$ cat src/rtl/seven_seg_scanner.sv
// rtl/seven_seg_scanner.sv - time-multiplexed common-anode seven-segment digit scanner
// Optional leading-zero blanking: define SEVEN_SEG_LEADING_ZERO_BLANK_EN.
module seven_seg_scanner #(
  parameter int NUM_DIGITS   = 4,
  parameter int REFRESH_DIV  = 50000,
  parameter int BLANK_CYCLES = 500
) (
  input  logic                          clk,
  input  logic                          rst,
  input  logic [4*NUM_DIGITS-1:0]       value,
  input  logic [NUM_DIGITS-1:0]         dp_mask,
  input  logic                          load,
  output logic [3:0]                    digit_value,
  output logic                          digit_dp,
  output logic [NUM_DIGITS-1:0]         anode,
  output logic [$clog2(NUM_DIGITS)-1:0] digit_idx,
  output logic                          frame_tick
);

  localparam int CNT_W = $clog2(REFRESH_DIV);
  localparam int IDX_W = $clog2(NUM_DIGITS);
  localparam logic [CNT_W-1:0] CNT_LAST  = CNT_W'(REFRESH_DIV - 1);
  localparam logic [CNT_W-1:0] CNT_BLANK = CNT_W'(BLANK_CYCLES);
  localparam logic [IDX_W-1:0] IDX_LAST  = IDX_W'(NUM_DIGITS - 1);

  logic [CNT_W-1:0]                 cnt;
  logic [IDX_W-1:0]                 idx;
  logic [NUM_DIGITS-1:0][3:0]       shadow_value;
  logic [NUM_DIGITS-1:0]            shadow_dp;
  logic [NUM_DIGITS-1:0][3:0]       stage_value;
  logic [NUM_DIGITS-1:0]            stage_dp;
  logic                             pend;
  logic                             slot_last;
  logic                             blank_digit;

  assign slot_last  = (cnt == CNT_LAST);
  assign frame_tick = slot_last && (idx == IDX_LAST);

  always_ff @(posedge clk) begin
    if (rst) begin
      cnt          <= '0;
      idx          <= '0;
      shadow_value <= '0;
      shadow_dp    <= '0;
      stage_value  <= '0;
      stage_dp     <= '0;
      pend         <= 1'b0;
    end else begin
      if (slot_last) begin
        cnt <= '0;
        idx <= (idx == IDX_LAST) ? '0 : idx + 1'b1;
      end else begin
        cnt <= cnt + 1'b1;
      end

      if (load) begin
        stage_value <= value;
        stage_dp    <= dp_mask;
      end

      // Shadow only changes at the frame boundary so a frame never shows a torn value;
      // a load in the boundary cycle itself bypasses the staging registers.
      if (frame_tick) begin
        if (load) begin
          shadow_value <= value;
          shadow_dp    <= dp_mask;
        end else if (pend) begin
          shadow_value <= stage_value;
          shadow_dp    <= stage_dp;
        end
        pend <= 1'b0;
      end else if (load) begin
        pend <= 1'b1;
      end
    end
  end

`ifdef SEVEN_SEG_LEADING_ZERO_BLANK_EN
  logic [NUM_DIGITS-1:0] lz_blank;
  logic                  higher_zero;

  // A digit is a leading zero when it and everything above it is zero and it carries no DP.
  always_comb begin
    higher_zero = 1'b1;
    lz_blank    = '0;
    for (int i = NUM_DIGITS - 1; i >= 0; i--) begin
      higher_zero = higher_zero && (shadow_value[i] == 4'h0);
      lz_blank[i] = higher_zero && !shadow_dp[i] && (i != 0);
    end
  end

  assign blank_digit = lz_blank[idx];
`else
  assign blank_digit = 1'b0;
`endif

  assign digit_value = shadow_value[idx];
  assign digit_dp    = shadow_dp[idx];
  assign digit_idx   = idx;

  always_comb begin
    anode = '1;
    if (!blank_digit && (cnt >= CNT_BLANK)) begin
      anode[idx] = 1'b0;
    end
  end

endmodule

$ cat config.mk
export PLATFORM = sky130hd
export DESIGN_NAME = seven_seg_scanner
export DESIGN_NICKNAME = d
export VERILOG_FILES = /design/src/rtl/seven_seg_scanner.sv
export SDC_FILE = /design/constraint.sdc
export NUM_CORES = 1
export LEC_CHECK = 0
export CAP_MARGIN = 20
export CORE_ASPECT_RATIO = 1.2
export CORE_MARGIN = 4
export CORE_UTILIZATION = 40
export DETAILED_ROUTE_END_ITERATION = 12
export MAX_ROUTING_LAYER = met4
export PLACE_DENSITY = 0.58
export SYNTH_ARGS = -nofsm -noshare
export SYNTH_HDL_FRONTEND = slang
export SYNTH_SLANG_ARGS = --single-unit
$ cat constraint.sdc
create_clock -name clk -period 2.95 [get_ports clk]
set_input_delay 0.4425 -clock clk [delete_from_list [all_inputs] [get_ports clk]]
set_output_delay 0.4425 -clock clk [all_outputs]
set_load 0.005 [all_outputs]
Word-level counts from Yosys, hierarchy flattened
Index checks and enable logic that the tools add are counted.

Reduce and logical (&&, ||, !) cells: 6. $add $sub $neg: 2. $lt $le $gt $ge: 3. Multiplexer cells: 12. Eq/ne operators: 2. Bitwise logic cells: 1.

Operators with widths (number): 16-bit two-way mux (2); 16-bit by 1-bit adder with 16-bit output, second input constant (1); 16-bit == test, second input constant (1); 16-bit by 9-bit greater-or-equal comparator with 1-bit output, second input constant (1); 4-bit two-way mux (4); 4-bit binary-select mux with 2-bit select (1); 4-bit NOT (1); 2-bit OR reduction (2); 2-bit by 3-bit less-than comparator with 1-bit output, second input constant (1); 2-bit by 1-bit adder with 2-bit output, second input constant (1); 1-bit binary-select mux with 2-bit select (1); 1-bit demux with 2-bit select (1); 2-bit == test, second input constant (1); 2-bit by 1-bit greater-or-equal comparator with 1-bit output, second input constant (1); 1-bit logical AND (2); 1-bit two-way mux (2); 2-bit two-way mux (1); 2-bit AND reduction (1); 2-bit nonzero test (1).

Flip-flop bits (word level): 59. Input bits: 23.

Longest topological paths before layout
Depth in word-level cells: 6. Depth in mapped cells: 7. Gate-level depth less buffers: 5.

Worst setup path before layout
No wires, ideal clock.

Kind: flip-flop to flip-flop. Start point: reg cnt[11]. End point: reg shadow_dp[0]. Arrival time: 2.257 ns. Cell stages (with the launch flop): 6. Required time: 2.829 ns. Period minus slack after synthesis: 2.378 ns. Setup slack: 0.572 ns. Setup time: 0.121 ns. Path buffers: 1. Path through: dfxtp_1 > or4_4 > or4_4 > or3b_4 > buf_6 > mux2_4.

Cells in the longest elaborated chain, start to end: 3.

RTL lines: from (decl) (RTL line 26) `logic [CNT_W-1:0] cnt;`; from (signal assigned) (RTL line 53) `cnt <= cnt + 1'b1;`; 16-bit == test (RTL line 36) `assign slot_last = (cnt == CNT_LAST);`; 1-bit logical AND (RTL line 37) `assign frame_tick = slot_last && (idx == IDX_LAST);`; 2-bit AND reduction (no line); to (signal assigned) (RTL line 66) `shadow_dp <= dp_mask;`; to (signal assigned) (RTL line 69) `shadow_dp <= stage_dp;`; to (decl) (RTL line 29) `logic [NUM_DIGITS-1:0] shadow_dp;`.

No other way between the ends. A chain may end at the register's enable or synchronous reset.

Final worst setup path
Start point: reg cnt[11]. End point: out frame_tick.

Cells in the longest elaborated chain, start to end: 2.

RTL lines: 16-bit == test (RTL line 36); 1-bit logical AND (RTL line 37); to (decl) (RTL line 17) `output logic frame_tick`.

No other way between the ends.

==> results.md <==
Synth:
- In the post-synthesis netlist, the biggest area contributors are dfxtp_1 (45%), mux2_4 (12%), mux2i_1 (7.7%), nor2_1 (5.9%), nor2b_1 (4.8%).
- The top cell type by total area after synthesis is dfxtp_1.
- The proportion of synthesized flip-flops having asynchronous set or reset is 0%.
- The post-synthesis sequential area ratio is 45.3%.
- In this run the mean area of a mapped cell was 10.5 sq um.
- For this run, the leading register cell type out of synthesis is dfxtp_1.
- The count of warnings emitted by yosys is 0.
- The cell area after technology mapping is ~2600 sq um.
- Synthesis produced roughly 250 cells.
- The number of flops mapped to enable cells by yosys is 0.
- The net count after synthesis is 277.
- The flip-flop and latch count after synthesis is 59.
- The number of library cell types mapped by synthesis is 27.
- Of the post-synthesis cell area, the dominant cell type holds 45.3%.
- dfxtp_1 is the most common cell in the netlist.
- After synthesis, the most frequently instantiated cells are dfxtp_1 (59), nor2_1 (41), mux2_4 (20), mux2i_1 (20), nor2b_1 (20).

Die:
- The die covers 7870 sq um.
- The effective utilization at floorplan is 42.2%.
- In this run the standard cell core region covers 6170 sq um.
- The die extent in x is 81.7 microns.
- The floorplan die height is 96.4 microns.
- The floorplan has 31 rows.
- During I/O placement, the number of pins put on the boundary was 35.

Worst hold path:
- The startpoint of the tightest hold check path is cnt[0]$_SDFF_PP0_.
- The tightest min-delay check is of the reg2reg type.

Pwr:
- The design internal power is 1390 uW.
- The combinational share of power is 5.2%.
- The leakage power is about 0.0013 uW.
- The net load switching power is 365 uW.
- The proportion of power drawn by flip-flops and latches is 47.1%.
- The worst supply voltage drop on vdd is 0.300 mV.
- The switching share of power is a little over a fifth.
- Per report_power, the clock group accounts for 47.7% of the total.
- In this run the power density over the cells is 540 nW/um^2.

Timing:
- The achievable clock frequency is 0.361 GHz.
- The headroom to the max-slew limit is between 50% and 60%.
- The worst-case clock skew is 8.68 ps.
- Setup violations remaining at the end of the flow were counted as 0.
- Setup repair after global routing left no endpoint under its margin.
- The max-slew violation count is 0.
- Final hold analysis gives a worst-case slack of 473 ps.
- At the pin with the least slew margin, the transition time is 625 ps.
- The period utilization is 93.8%.
- For the final routed database, the setup TNS stands at 0 ps.
- The hold violation count in the final report came to 0.
- The clock period minus final worst setup slack is 2770 ps.

Routing:
- The average vias per placed instance is roughly 4.7.
- For this block, the initial DRC count from the detailed router was 70.
- The first detailed-routing pass took 4 iterations.
- The DRC violation count after routing is 0.
- Summed over all layers, the routed wires come to 4950 microns.
- Once detail routing completed, the nets flagged for antenna violations numbered 0.
- Across all layers, the routed design uses 1751 vias.
- In the final routed layout, each cell accounts on average for 13.4 microns.

Global routing:
- The all-layer global routing usage is 14.4%.
- The initial antenna violation count is 0.
- The global-route wire length before repair is just over 8000 microns.
- Summed over all layers, the global routing overflow is 0.
- The pin count of the biggest net entering global routing is 23.
- The number of global-route vias before repair came to 1815.

Worst setup path:
- Data on the critical path is required at its endpoint by 2510 ps.
- The critical path data arrival time is 2330 ps.
- STA classifies the critical path endpoint as a primary output.
- The endpoint of the worst-slack reg-to-reg timing path is shadow_value[0]$_SDFFE_PP0P_.
- The startpoint of the most critical setup path is cnt[11]$_SDFF_PP0_.
- The worst reg2reg path depth is 4.
- The sort of element at the start of the critical path is a register.
- The critical path is of the reg2out type.
- The peak fanout along the critical path is 4.
- The worst setup slack for register-to-register paths is 420 ps.
- Following the worst setup path forward leads to its endpoint at frame_tick.
- In this run the critical register-to-register path is launched from cnt[11]$_SDFF_PP0_.

Cells and area:
- In the final layout, the share of cells above drive strength 1 is roughly 17%.
- The multi-input combinational cells in the finished layout cover a total of 1320 sq um.
- The count of filler cells inserted in the layout is 562.
- The number of nets in the finished design is 312.
- The storage element area is 1180 sq um.
- From synthesis to final layout, the design area changed by 24.4%.
- The count of inserted antenna diode cells is 0.

CTS:
- The TritonCTS clock tree is built.
- For this design, the sink count on the clock tree is 59.
- The cell chosen for the clock root is clkbuf_8.
- Counting along the longest clock path gives a buffer depth of 2.
- At the later pin of the worst-skew pair, clock insertion delay measures roughly 340 ps.
- The setup fix buffers added after clock tree synthesis is 0.
- The CTS buffer count is 9.
- For this design, the CTS-stage hold fixing added 0 buffers.
- The total number of H-tree levels is 3.
- Post-CTS repair changed the size of 0 cells.
- Clock-pin slew was measured on the worst setup and hold paths at roughly 70 ps.

Place:
- The number of I/O port buffers is 34.
- Detailed placement finished with a half-perimeter wire length of 3340 microns.
- At the end of routability-driven placement, the weighted congestion stood at 0.819.

Status:
- The flow ran to the end, and the final reports show no timing, DRC or antenna violations.

Run:
- The total of max-cap violations is 0.
layer usage:
metal,track usage [%],part of all wire (%),vias up
li1,-,-,904
met1,16.6,46,806
met2,22.5,48,31
met3,4.27,4.3,10
met4,7.48,2.3,0
met5,-,0,-
logic make-up (layout without fill, tap and decap cells):
| family | count (synthesis) | in the layout | share of synthesized area [%] |
|---|---|---|---|
| muxes | 45 | 45 | 23.5 |
| and+or+nand+nor | 97 | 97 | 18.9 |
| buffers and inverters | 23 | 63 | 3.89 |
| DFF | 59 | 59 | 45.3 |
| AOI/OAI and AO/OA | 4 | 4 | 0.769 |
| adders and majority gates | 6 | 6 | 2.88 |
| xor gates and xnor gates | 14 | 14 | 4.71 |
metrics by stage:
stage          utilization [%]  power, uW  setup WS [ps]  cell area (sq um)  cells
2_1_floorplan                -        891            572               2610    248
3_3_place_gp              48.9        933            458               3010    354
3_5_place_dp              48.9        935            434               3010    354
4_1_cts                   52.6       1770            153               3240    370
5_1_grt                   52.6       1820           35.0               3240    370
6_report                  52.6       1750            182               3240    370
area by class of cell:
class / count / area share [%]
multi-input cells: 166 / 40.8
flip-flops and latches: 59 / 36.4
repair buffers: 39 / 11.7
clock buffers: 12 / 4.79
well taps: 82 / 3.16
clock inverters: 4 / 2.24
inverters: 8 / 0.926
worst min-delay path by stage:
stage                                    to  slack [ps]  depth (start not counted)
after floorplan           cnt[0]$_SDFF_PP0_         440                          1
after global placement    cnt[0]$_SDFF_PP0_         460                          1
after detailed placement  cnt[0]$_SDFF_PP0_         470                          1
after CTS                 cnt[0]$_SDFF_PP0_         480                          1
after global routing      cnt[0]$_SDFF_PP0_         540                          1
final                     cnt[0]$_SDFF_PP0_         470                          1
power by group through the flow:
| stage | registers [uW] | logic [uW] | clock network, uW |
|---|---|---|---|
| after floorplan | 841 | 50.0 | 0 |
| after global placement | 842 | 91.1 | 0 |
| after detailed placement | 843 | 91.9 | 0 |
| after CTS | 825 | 92.7 | 855 |
| after global routing | 827 | 102 | 889 |
| final | 825 | 90.2 | 836 |
flip-flops by register name, summed over array words and instances, names as in the netlist:
signal and count:
shadow_dp 4, stage_value 16, stage_dp 4, pend 1, digit_idx 2, cnt 16
shadow_value 16
layout by cell type, fill, tap and decap left out:
master,Yosys,final
dfxtp_1,59,59
nor2_1,41,41
clkdlybuf4s50_1,0,34
mux2i_1,20,20
nor2b_1,20,20
mux2_4,20,20
xnor2_1,13,13
clkbuf_8,0,11
nand2_1,9,9
inv_1,8,8
nor4_1,6,6
nand3_1,6,6
ha_1,6,6
mux4_2,5,5
buf_4,0,5
nor3_1,4,4
nand4_1,3,3
o21ai_0,2,2
or4_4,2,2
a21oi_1,2,2
bufinv_16,0,2
or4bb_1,1,1
nand4b_1,1,1
and2_1,1,1
or3b_4,1,1
nand2b_1,1,1
xor2_1,1,1
or3_1,1,1
clkbuf_1,9,1
clkinvlp_4,0,1
clkinv_2,0,1
worst max-delay path, stage by stage (launching register included):
cell	delay, ps
dfxtp_1	340
or4_4	550
nor4_1	360
and2_1	230
clkdlybuf4s50_1	510
Note: power is estimated with default switching activity, not from simulation.
